`src/rtl/mitchell_pkg.sv`:
```
// Width helpers and per-stage control records for the Mitchell log-domain multiplier.
// Build option: define MITCHELL_SIGNED_EN for two's-complement operands (adds a sign bit per stage).
package mitchell_pkg;

  function automatic int unsigned max_bw(input int unsigned a, input int unsigned b);
    return (a > b) ? a : b;
  endfunction

  // At least one bit so a 1-bit operand still gets a legal k field.
  function automatic int unsigned k_bw(input int unsigned w);
    return (w <= 32'd1) ? 32'd1 : $clog2(w);
  endfunction

  typedef struct packed {
    logic valid;
    logic zero;
`ifdef MITCHELL_SIGNED_EN
    logic neg;
`endif
  } s1_ctl_t;

  typedef struct packed {
    logic valid;
    logic zero;
`ifdef MITCHELL_SIGNED_EN
    logic neg;
`endif
  } s2_ctl_t;

endpackage

```
`src/rtl/mitchell_lod.sv`:
```
// Leading-one detector: index k of the highest set bit, the bits below it
// left-aligned into a W-bit fraction, and a flag for an all-zero input.
module mitchell_lod
  import mitchell_pkg::*;
#(
  parameter int unsigned W  = 16,
  parameter int unsigned KW = 4
) (
  input  logic [W-1:0]  val,
  output logic [KW-1:0] k,
  output logic [W-1:0]  frac,
  output logic          zero
);

  // Upward scan: the last set bit seen is the leading one, so it wins.
  always_comb begin
    k    = {KW{1'b0}};
    frac = {W{1'b0}};
    for (int unsigned i = 0; i < W; i++) begin
      k    = val[i] ? KW'(i) : k;
      frac = val[i] ? (val << (W - i)) : frac;
    end
    zero = (val == {W{1'b0}});
  end

endmodule

```
`src/rtl/mitchell_mult_pipe.sv`:
```
// Three-stage Mitchell approximate multiplier with valid/ready handshake and sideband tag.
// Build option: MITCHELL_SIGNED_EN selects two's-complement operands and result.
module mitchell_mult_pipe
  import mitchell_pkg::*;
#(
  parameter int unsigned A_BW   = 16,
  parameter int unsigned B_BW   = 16,
  parameter int unsigned TAG_BW = 4
) (
  input  logic                 clk,
  input  logic                 rst,
  input  logic                 in_valid,
  output logic                 in_ready,
  input  logic [A_BW-1:0]      in_a,
  input  logic [B_BW-1:0]      in_b,
  input  logic [TAG_BW-1:0]    in_tag,
  output logic                 out_valid,
  input  logic                 out_ready,
  output logic [A_BW+B_BW-1:0] out_c,
  output logic [TAG_BW-1:0]    out_tag
);

  localparam int unsigned MAX_BW = max_bw(A_BW, B_BW);
  localparam int unsigned K_BW   = k_bw(MAX_BW);
  localparam int unsigned C_BW   = A_BW + B_BW;
  localparam int unsigned E_BW   = K_BW + 1;
  localparam logic [E_BW-1:0] FRAC_SH = E_BW'(MAX_BW);

  logic              en;
  logic [A_BW-1:0]   mag_a;
  logic [B_BW-1:0]   mag_b;
  logic [MAX_BW-1:0] lod_a_in, lod_b_in, x_a, x_b;
  logic [K_BW-1:0]   k_a, k_b;
  logic              zero_a, zero_b;

  s1_ctl_t           s1_ctl_d, s1_ctl_q;
  logic [K_BW-1:0]   s1_ka_d, s1_ka_q, s1_kb_d, s1_kb_q;
  logic [MAX_BW-1:0] s1_xa_d, s1_xa_q, s1_xb_d, s1_xb_q;
  logic [TAG_BW-1:0] s1_tag_d, s1_tag_q;

  s2_ctl_t           s2_ctl_d, s2_ctl_q;
  logic [E_BW-1:0]   s2_ksum_d, s2_ksum_q;
  logic [MAX_BW:0]   s2_fsum_d, s2_fsum_q;
  logic [TAG_BW-1:0] s2_tag_d, s2_tag_q;

  logic              out_valid_d, out_valid_q;
  logic [C_BW-1:0]   out_c_d, out_c_q;
  logic [TAG_BW-1:0] out_tag_d, out_tag_q;

  logic [E_BW-1:0]   s3_exp;
  logic [C_BW-1:0]   s3_mant, s3_mag, s3_res;

  assign en       = !out_valid_q || out_ready;
  assign in_ready = en;

`ifdef MITCHELL_SIGNED_EN
  logic neg_in;

  // Magnitudes; the most negative code negates to itself, which reads as 2^(BW-1) unsigned.
  always_comb begin
    mag_a  = in_a[A_BW-1] ? (A_BW'(0) - in_a) : in_a;
    mag_b  = in_b[B_BW-1] ? (B_BW'(0) - in_b) : in_b;
    neg_in = in_a[A_BW-1] ^ in_b[B_BW-1];
  end
`else
  always_comb begin
    mag_a = in_a;
    mag_b = in_b;
  end
`endif

  assign lod_a_in = MAX_BW'(mag_a);
  assign lod_b_in = MAX_BW'(mag_b);

  mitchell_lod #(.W(MAX_BW), .KW(K_BW)) u_lod_a (
    .val(lod_a_in), .k(k_a), .frac(x_a), .zero(zero_a)
  );

  mitchell_lod #(.W(MAX_BW), .KW(K_BW)) u_lod_b (
    .val(lod_b_in), .k(k_b), .frac(x_b), .zero(zero_b)
  );

  // Antilog: mantissa 1.f scaled by 2^(k1+k2+carry), then back down by the fraction width.
  always_comb begin
    s3_exp  = s2_ksum_q + E_BW'(s2_fsum_q[MAX_BW]);
    s3_mant = C_BW'({1'b1, s2_fsum_q[MAX_BW-1:0]});
    if (s2_ctl_q.zero) begin
      s3_mag = {C_BW{1'b0}};
    end else if (s3_exp >= FRAC_SH) begin
      s3_mag = s3_mant << (s3_exp - FRAC_SH);
    end else begin
      s3_mag = s3_mant >> (FRAC_SH - s3_exp);
    end
`ifdef MITCHELL_SIGNED_EN
    s3_res = s2_ctl_q.neg ? ({C_BW{1'b0}} - s3_mag) : s3_mag;
`else
    s3_res = s3_mag;
`endif
  end

  // Pipeline advance: every stage moves together on en, otherwise holds.
  always_comb begin
    if (en) begin
      s1_ctl_d.valid = in_valid;
      s1_ctl_d.zero  = zero_a | zero_b;
`ifdef MITCHELL_SIGNED_EN
      s1_ctl_d.neg   = neg_in;
`endif
      s1_ka_d     = k_a;
      s1_kb_d     = k_b;
      s1_xa_d     = x_a;
      s1_xb_d     = x_b;
      s1_tag_d    = in_tag;
      s2_ctl_d    = s1_ctl_q;
      s2_ksum_d   = E_BW'(s1_ka_q) + E_BW'(s1_kb_q);
      s2_fsum_d   = {1'b0, s1_xa_q} + {1'b0, s1_xb_q};
      s2_tag_d    = s1_tag_q;
      out_valid_d = s2_ctl_q.valid;
      out_c_d     = s2_ctl_q.valid ? s3_res : {C_BW{1'b0}};
      out_tag_d   = s2_ctl_q.valid ? s2_tag_q : {TAG_BW{1'b0}};
    end else begin
      s1_ctl_d    = s1_ctl_q;
      s1_ka_d     = s1_ka_q;
      s1_kb_d     = s1_kb_q;
      s1_xa_d     = s1_xa_q;
      s1_xb_d     = s1_xb_q;
      s1_tag_d    = s1_tag_q;
      s2_ctl_d    = s2_ctl_q;
      s2_ksum_d   = s2_ksum_q;
      s2_fsum_d   = s2_fsum_q;
      s2_tag_d    = s2_tag_q;
      out_valid_d = out_valid_q;
      out_c_d     = out_c_q;
      out_tag_d   = out_tag_q;
    end
  end

  // State registers with synchronous reset that drops everything in flight.
  always_ff @(posedge clk) begin
    if (rst) begin
      s1_ctl_q    <= '0;
      s1_ka_q     <= {K_BW{1'b0}};
      s1_kb_q     <= {K_BW{1'b0}};
      s1_xa_q     <= {MAX_BW{1'b0}};
      s1_xb_q     <= {MAX_BW{1'b0}};
      s1_tag_q    <= {TAG_BW{1'b0}};
      s2_ctl_q    <= '0;
      s2_ksum_q   <= {E_BW{1'b0}};
      s2_fsum_q   <= {(MAX_BW+1){1'b0}};
      s2_tag_q    <= {TAG_BW{1'b0}};
      out_valid_q <= 1'b0;
      out_c_q     <= {C_BW{1'b0}};
      out_tag_q   <= {TAG_BW{1'b0}};
    end else begin
      s1_ctl_q    <= s1_ctl_d;
      s1_ka_q     <= s1_ka_d;
      s1_kb_q     <= s1_kb_d;
      s1_xa_q     <= s1_xa_d;
      s1_xb_q     <= s1_xb_d;
      s1_tag_q    <= s1_tag_d;
      s2_ctl_q    <= s2_ctl_d;
      s2_ksum_q   <= s2_ksum_d;
      s2_fsum_q   <= s2_fsum_d;
      s2_tag_q    <= s2_tag_d;
      out_valid_q <= out_valid_d;
      out_c_q     <= out_c_d;
      out_tag_q   <= out_tag_d;
    end
  end

  assign out_valid = out_valid_q;
  assign out_c     = out_c_q;
  assign out_tag   = out_tag_q;

endmodule

```
`config.mk`:
```
export PLATFORM = sky130hd
export DESIGN_NAME = mitchell_mult_pipe
export DESIGN_NICKNAME = d
export VERILOG_FILES = /design/src/rtl/mitchell_pkg.sv /design/src/rtl/mitchell_lod.sv /design/src/rtl/mitchell_mult_pipe.sv
export SDC_FILE = /design/constraint.sdc
export NUM_CORES = 1
export LEC_CHECK = 0
export ABC_CLOCK_PERIOD_IN_PS = 3100
export CORE_ASPECT_RATIO = 0.6
export CORE_MARGIN = 8
export CORE_UTILIZATION = 30
export CTS_CLUSTER_SIZE = 16
export DETAILED_ROUTE_END_ITERATION = 7
export PLACE_DENSITY = 0.53
export REMOVE_ABC_BUFFERS = 1
export SLEW_MARGIN = 25
export SYNTH_ARGS = -nofsm -noshare
export SYNTH_HDL_FRONTEND = slang
export SYNTH_SLANG_ARGS = --single-unit
```
`constraint.sdc`:
```
create_clock -name clk -period 3.1 [get_ports clk]
set_input_delay 0.93 -clock clk [delete_from_list [all_inputs] [get_ports clk]]
set_output_delay 0.93 -clock clk [all_outputs]
set_load 0.02 [all_outputs]
```
### Word level (Yosys, flattened, before mapping)

Index checks and enable logic that the tools add are counted.

| word-level totals | value |
|---|---|
| flip-flop bits (word level) | 111 |
| logic and storage cells | 92 |

| operators by class | value |
|---|---|
| shift operators | 2 |
| reduce and logical (&&, ||, !) cells | 4 |
| $lt $le $gt $ge | 1 |
| bitwise operators | 1 |
| mux-type cells | 64 |
| $add $sub $neg | 5 |

Operators with widths:

| operator | count |
|---|---|
| 16-bit 2-to-1 mux | 30 |
| 4-bit 2-to-1 mux | 29 |
| 32-bit 2-to-1 mux | 3 |
| 16-bit logical NOT | 2 |
| 17-bit by 5-bit << shifter with 32-bit output | 1 |
| 17-bit by 5-bit right shift with 32-bit output | 1 |
| 16-bit by 16-bit adder with 17-bit output | 1 |
| 4-bit by 4-bit adder with 5-bit output | 1 |
| 5-bit by 1-bit adder with 5-bit output | 1 |
| 5-bit >= comparator, second input constant | 1 |
| 5-bit subtractor, first input constant | 1 |
| 5-bit subtractor, second input constant | 1 |
| 1-bit 2-to-1 mux | 2 |
| 1-bit logical NOT | 1 |
| 1-bit logical OR | 1 |
| 1-bit OR | 1 |

### Depth between registers and ports, before layout

| depth | value |
|---|---|
| depth after elaboration | 15 |
| mapped depth | 13 |
| depth with buffers taken out | 10 |

### Hierarchy

From an unflattened synthesis, not the netlist that was laid out.

| unflattened totals | value |
|---|---|
| cell total of the unflattened synthesis | 1219 |
| area total of the unflattened synthesis | 9155.0 µm² |

By module, submodules not included:

| module | cells an instance | instances | area each (µm²) |
|---|---|---|---|
| mitchell_mult_pipe | 803 | 1 | 6605.1 |
| mitchell_lod | 208 | 2 | 1275.0 |

### Least setup slack after synthesis

OpenSTA, ideal clock, no wires.

| timing | value |
|---|---|
| path type | reg2reg |
| start | reg s2_ksum_q[0] |
| end | reg out_c_q[4] (netlist: out_c[4]) |
| path buffers | 3 |
| setup time | 0.128 ns |
| cell stages (with the launch flop) | 12 |
| data arrival time | 3.064 ns |
| setup slack | -0.091 ns |
| path through | dfxtp_1 -> ha_1 -> ha_1 -> buf_1 -> buf_2 -> inv_1 -> ha_1 -> clkbuf_1 -> xnor2_2 -> mux4_2 -> a222oi_1 -> nor2_1 |

| on the way | value |
|---|---|
| longest elaborated chain between the ends | 6 |
| elaborated cells between the ends (all ways) | 9 |

RTL lines:

| element | line | text |
|---|---|---|
| start, declared | mitchell_mult_pipe.sv:42 | `logic [E_BW-1:0] s2_ksum_d, s2_ksum_q;` |
| start signal, assigned | mitchell_mult_pipe.sv:148 | `s2_ksum_q <= {E_BW{1'b0}};` |
| start signal, assigned | mitchell_mult_pipe.sv:162 | `s2_ksum_q <= s2_ksum_d;` |
| 5-bit by 1-bit adder with 5-bit output * | mitchell_mult_pipe.sv:85 | `s3_exp = s2_ksum_q + E_BW'(s2_fsum_q[MAX_BW]);` |
| 5-bit subtractor, on equally long branches | mitchell_mult_pipe.sv:92, mitchell_mult_pipe.sv:90 |  |
| 17-bit by 5-bit right shift with 32-bit output / 17-bit by 5-bit << shifter with 32-bit output (equally long branches) | mitchell_mult_pipe.sv:92, mitchell_mult_pipe.sv:90 |  |
| 32-bit 2-to-1 mux * | mitchell_mult_pipe.sv:89 | `end else if (s3_exp >= FRAC_SH) begin` |
| 32-bit 2-to-1 mux * | mitchell_mult_pipe.sv:87 | `if (s2_ctl_q.zero) begin` |
| 32-bit 2-to-1 mux * | mitchell_mult_pipe.sv:119 | `out_c_d = s2_ctl_q.valid ? s3_res : {C_BW{1'b0}};` |
| end signal, assigned | mitchell_mult_pipe.sv:152 | `out_c_q <= {C_BW{1'b0}};` |
| end signal, assigned | mitchell_mult_pipe.sv:166 | `out_c_q <= out_c_d;` |
| end, declared | mitchell_mult_pipe.sv:47 | `logic [C_BW-1:0] out_c_d, out_c_q;` |

Every way passes the cells marked *; elsewhere a longest branch is shown, timed or not.
A chain may end at the register's enable or synchronous reset.

### Final worst setup path

| timing | value |
|---|---|
| start | in out_ready |
| end | out in_ready |

| on the way | value |
|---|---|
| longest elaborated chain between the ends | 1 |

RTL lines:

| element | line | text |
|---|---|---|
| start, declared | mitchell_mult_pipe.sv:18 | `input logic out_ready,` |
| 1-bit logical OR | mitchell_mult_pipe.sv:53 | `assign en = !out_valid_q \|\| out_ready;` |
| end, declared | mitchell_mult_pipe.sv:13 | `output logic in_ready,` |

Every way passes these cells.

==> metrics.txt <==
# TYPE chip_impl_metric gauge
chip_impl_metric{name="drv_cap",unit=""} 0
chip_impl_metric{name="layout.core_utilization",unit="%"} 37.5
chip_impl_info{name="hold_path.startpoint",value="s1_tag_q[3]"} 1
chip_impl_metric{name="routabilityCongestion",unit=""} 0.905
chip_impl_metric{name="final-hold-violation-count",unit=""} 0
chip_impl_metric{name="n_antenna_cell",unit=""} 0
chip_impl_info{name="rsz0062_at_grt",value="no"} 1
chip_impl_metric{name="share_of_final_layout_standard_cells_stronger_than_drive_strength_1",unit="%"} 13.2
chip_impl_info{name="ordered_list_of_cells_on_the_worst_path",value="clkdlybuf4s50_1, nor2b_4, inv_2, dlygate4sd2_1"} 1
chip_impl_metric{name="postSynthCellCount",unit=""} 1135
chip_impl_metric{name="final_nets",unit=""} 1285
chip_impl_info{name="critical-path-top-delay-family",value="buffers and inverters"} 1
chip_impl_metric{name="stdcell_area",unit="um2"} 10400
chip_impl_metric{name="synthMuxAreaShare",unit="%"} 9.50
chip_impl_metric{name="number_of_sinks_driven_by_the_clock_tree",unit=""} 108
chip_impl_metric{name="reg2reg_depth",unit=""} 9
chip_impl_metric{name="timing.critical_path.arrival",unit="ns"} 2.01
chip_impl_metric{name="initial_core_util",unit="%"} 30.6
chip_impl_metric{name="min_delay_path_depth",unit=""} 2
chip_impl_info{name="timing.rr.start",value="s2_ksum_q[0]"} 1
chip_impl_info{name="critical_path.endpoint_type",value="output port"} 1
chip_impl_metric{name="drt-pass1-iter-count",unit=""} 5
chip_impl_metric{name="detail-route-antenna-nets",unit=""} 0
chip_impl_metric{name="pwr_density_cell",unit="nW/um2"} 424
chip_impl_info{name="ys.flop_type",value="dfxtp_1"} 1
chip_impl_info{name="tritoncts_clock_tree",value="built"} 1
chip_impl_metric{name="yosys.area_share.xor_xnor",unit="%"} 2.37
chip_impl_metric{name="placement_rows",unit=""} 47
chip_impl_metric{name="post_synth_adder_cell_area",unit="%"} 4.03
chip_impl_metric{name="ys_warn_count",unit=""} 0
chip_impl_metric{name="post-route-period-util",unit="%"} 94.9
chip_impl_info{name="start_kind",value="input port"} 1
chip_impl_metric{name="post_drt_wl_per_cell",unit="um"} 19.2
chip_impl_metric{name="synth_compound_gate_area_share",unit="%"} 31.1
chip_impl_metric{name="slack_of_the_critical_path",unit="ns"} 0.159
chip_impl_metric{name="preCtsSetupSlack",unit="ns"} -0.145
chip_impl_metric{name="flip_flop_and_latch_count_after_synthesis",unit=""} 108
chip_impl_info{name="hold_path_class",value="flip-flop to flip-flop"} 1
chip_impl_metric{name="number_of_global_route_vias_before_repair",unit=""} 8237
chip_impl_info{name="worst_hold_endpoint",value="s2_tag_q[3]"} 1
chip_impl_metric{name="leakagePower",unit="nW"} 3.91
chip_impl_metric{name="r2r_setup_slack",unit="ns"} 0.19
chip_impl_info{name="result_of_the_run",value="finished clean"} 1
chip_impl_metric{name="port-buffer-count",unit=""} 77
chip_impl_metric{name="timing.clock.skew",unit="ns"} 0.0129
chip_impl_info{name="synth.most_common_cell",value="nand2_1"} 1
chip_impl_metric{name="cts_buffers",unit=""} 9
chip_impl_metric{name="die_width",unit="um"} 233
chip_impl_info{name="r2r-end",value="out_c[4]"} 1
chip_impl_metric{name="cts.reportedPaths.clkPinSlew",unit="ns"} 0.08
chip_impl_metric{name="design.core.area",unit="um2"} 27600
chip_impl_metric{name="ios",unit=""} 78
chip_impl_metric{name="synth.yosys.seq_area_share",unit="%"} 25.6
chip_impl_metric{name="pin_count_of_the_biggest_net_entering_global_routing",unit=""} 97
chip_impl_metric{name="clock_latency",unit="ns"} 0.37
chip_impl_metric{name="cell_count_along_the_critical_path",unit=""} 4
chip_impl_info{name="post_synth_most_frequent_cells",value="154 x nand2_1, 125 x a21oi_1, 108 x dfxtp_1"} 1
chip_impl_metric{name="drt_via_density",unit=""} 5.74
chip_impl_info{name="crit_path_top_delay_cell",value="clkdlybuf4s50_1"} 1
chip_impl_info{name="main_combinational_cell_family_by_area_after_synthesis",value="compound AO/OA/AOI/OAI gates"} 1
chip_impl_metric{name="worst_slew_pin_slew",unit="ns"} 0.677
chip_impl_info{name="criticalPathCategory",value="input port to output port"} 1
chip_impl_metric{name="clock_path_buffers",unit=""} 2
chip_impl_metric{name="vias",unit=""} 9133
chip_impl_metric{name="synth_area",unit="um2"} 8450
chip_impl_metric{name="slew-limit-headroom",unit="%"} 54.8
chip_impl_metric{name="dieHeight",unit="um"} 146
chip_impl_metric{name="async_reset_ff_share",unit="%"} 0
chip_impl_metric{name="path_buf_inv",unit=""} 3
chip_impl_info{name="ys_top_cells_by_area",value="dfxtp_1 26%, a21oi_1 7.4%, nand2_1 6.8%, mux2i_1 5.0%, nor2_1 4.0%"} 1
chip_impl_metric{name="synth.top_cell.area_share",unit="%"} 25.6
chip_impl_metric{name="dpl.hpwl",unit="um"} 23300
chip_impl_metric{name="setup_viol_count_final",unit=""} 0
chip_impl_metric{name="flow.area_growth_from_synthesis",unit="%"} 22.6
chip_impl_metric{name="crit_path_max_fanout",unit=""} 2
chip_impl_metric{name="synth-edff-count",unit=""} 0
chip_impl_metric{name="vdd_drop_max",unit="mV"} 0.223
chip_impl_metric{name="timing.critical_path.required",unit="ns"} 2.17
chip_impl_metric{name="placement.cell_area",unit="um2"} 10100
chip_impl_metric{name="post-route-drc-count",unit=""} 0
chip_impl_metric{name="finalWirelength",unit="um"} 30500
chip_impl_metric{name="delay_of_the_slowest_cell_on_the_worst_path",unit="ns"} 0.50
chip_impl_metric{name="grt_pass1_wl",unit="um"} 48000
chip_impl_metric{name="grt_usage",unit="%"} 17.3
chip_impl_metric{name="finalWorstPathRequiredPeriod",unit="ns"} 2.94
chip_impl_metric{name="cts_htree_levels",unit=""} 3
chip_impl_info{name="synthDominantAreaCellType",value="dfxtp_1"} 1
chip_impl_info{name="master_cell_of_the_clock_root_buffer",value="clkbuf_16"} 1
chip_impl_metric{name="maxSlewViolCount",unit=""} 0
chip_impl_metric{name="synth.distinct_cells",unit=""} 79
chip_impl_metric{name="grt_antenna_before_repair",unit=""} 1
chip_impl_metric{name="post_cts_hold_buffer_count",unit=""} 0
chip_impl_metric{name="achievable-frequency",unit="MHz"} 340
chip_impl_metric{name="syn_area_per_cell",unit="um2"} 7.45
chip_impl_metric{name="synth_simple_gate_area_share",unit="%"} 20.6
chip_impl_info{name="crit_path_launch",value="out_ready"} 1
chip_impl_metric{name="die_area",unit="um2"} 34000
chip_impl_metric{name="drt_iter0_drc",unit=""} 821
chip_impl_metric{name="grt_remaining_overflow",unit=""} 0
==> tightest hold or removal path, cell delays in order, from the launching register on <==
cell and delay, ns:
dfxtp_1 0.31, nand2_1 0.05, a21oi_1 0.05
==> layout make-up <==
cell class,count,area [um2]
sequential,108,2160
inverter,37,139
fill,2908,17300
clock inverter,5,42.5
clock buffer,10,239
timing repair buffer,181,1600
multi-input combinational,882,5720
tap,367,459
==> worst max path at each step <==
| stage | endpoint | slack (ns) |
|---|---|---|
| after floorplan | s1_xa_q[12] | -3.76 |
| after global placement | in_ready | -0.14 |
| after detailed placement | in_ready | -0.14 |
| after CTS | in_ready | 0.13 |
| after global routing | out_c[16] | 0.03 |
| final | in_ready | 0.16 |
==> per-layer routing <==
metal | vias to the layer above | routed length [um] | GRT usage (%)
li1 | 4374 | - | -
met1 | 4395 | 16100 | 27.9
met2 | 349 | 11400 | 22.1
met3 | 15 | 2770 | 4.59
met4 | 0 | 227 | 2.31
met5 | - | 0 | 0
==> through the flow <==
step                hold slack [ns]  total power, mW  std cells  setup TNS, ns
floorplan                     0.426             2.56       1027        -303.70
global placement              0.440             3.23       1575         -0.135
detailed placement            0.445             3.24       1575         -0.145
CTS                           0.448             4.39       1590              0
global route                  0.464             4.63       1590              0
finish                        0.447             4.40       1590              0
==> flip-flops by register name, indices dropped and copies added, names as in the netlist, 5 cells and up <==
register,count
s1_xb_q,15
s2_ksum_q,5
out_c,32
s2_fsum_q,16
s1_xa_q,15
==> timing repair <==
action | CTS | global route
gates resized for setup | 1 | 0
setup buffers | 0 | 0
setup endpoints to repair | 1 | 0
==> placed cells by master, fill, tap and decap left out, drive strengths merged, types with 5 or more instances in the layout <==
cell	count
nand2	156
a21oi	125
dfxtp	108
buf	105
nor2	91
clkdlybuf4s50	75
o21ai	62
mux2i	42
inv	39
a211oi	34
nand3	32
nor3	29
o211ai	25
ha	24
a22oi	19
nor2b	16
a31oi	15
a311oi	14
mux4	13
xnor2	11
nor4	10
o31ai	10
a221oi	10
nand3b	10
clkbuf	10
o22ai	9
a21o	8
mux2	8
a32oi	7
a211o	7
o311ai	7
o221ai	6
nor3b	6
and2	5
xor2	5
==> power breakdown <==
part,leakage [nW],switching (mW),internal (mW)
clock network,0.136,0.575,0.574
registers,0.888,0.110,1.47
logic,2.89,0.967,0.699
==> logic make-up (layout without fill, tap and decap cells) <==
logic type / Yosys count / after routing
simple gates: 378 / 378
flops: 108 / 108
xor+xnor: 16 / 16
fa+ha+maj: 26 / 26
buf+inv: 145 / 233
compound gates: 399 / 399
mux: 63 / 63
Power figures use the tool's default switching activity.
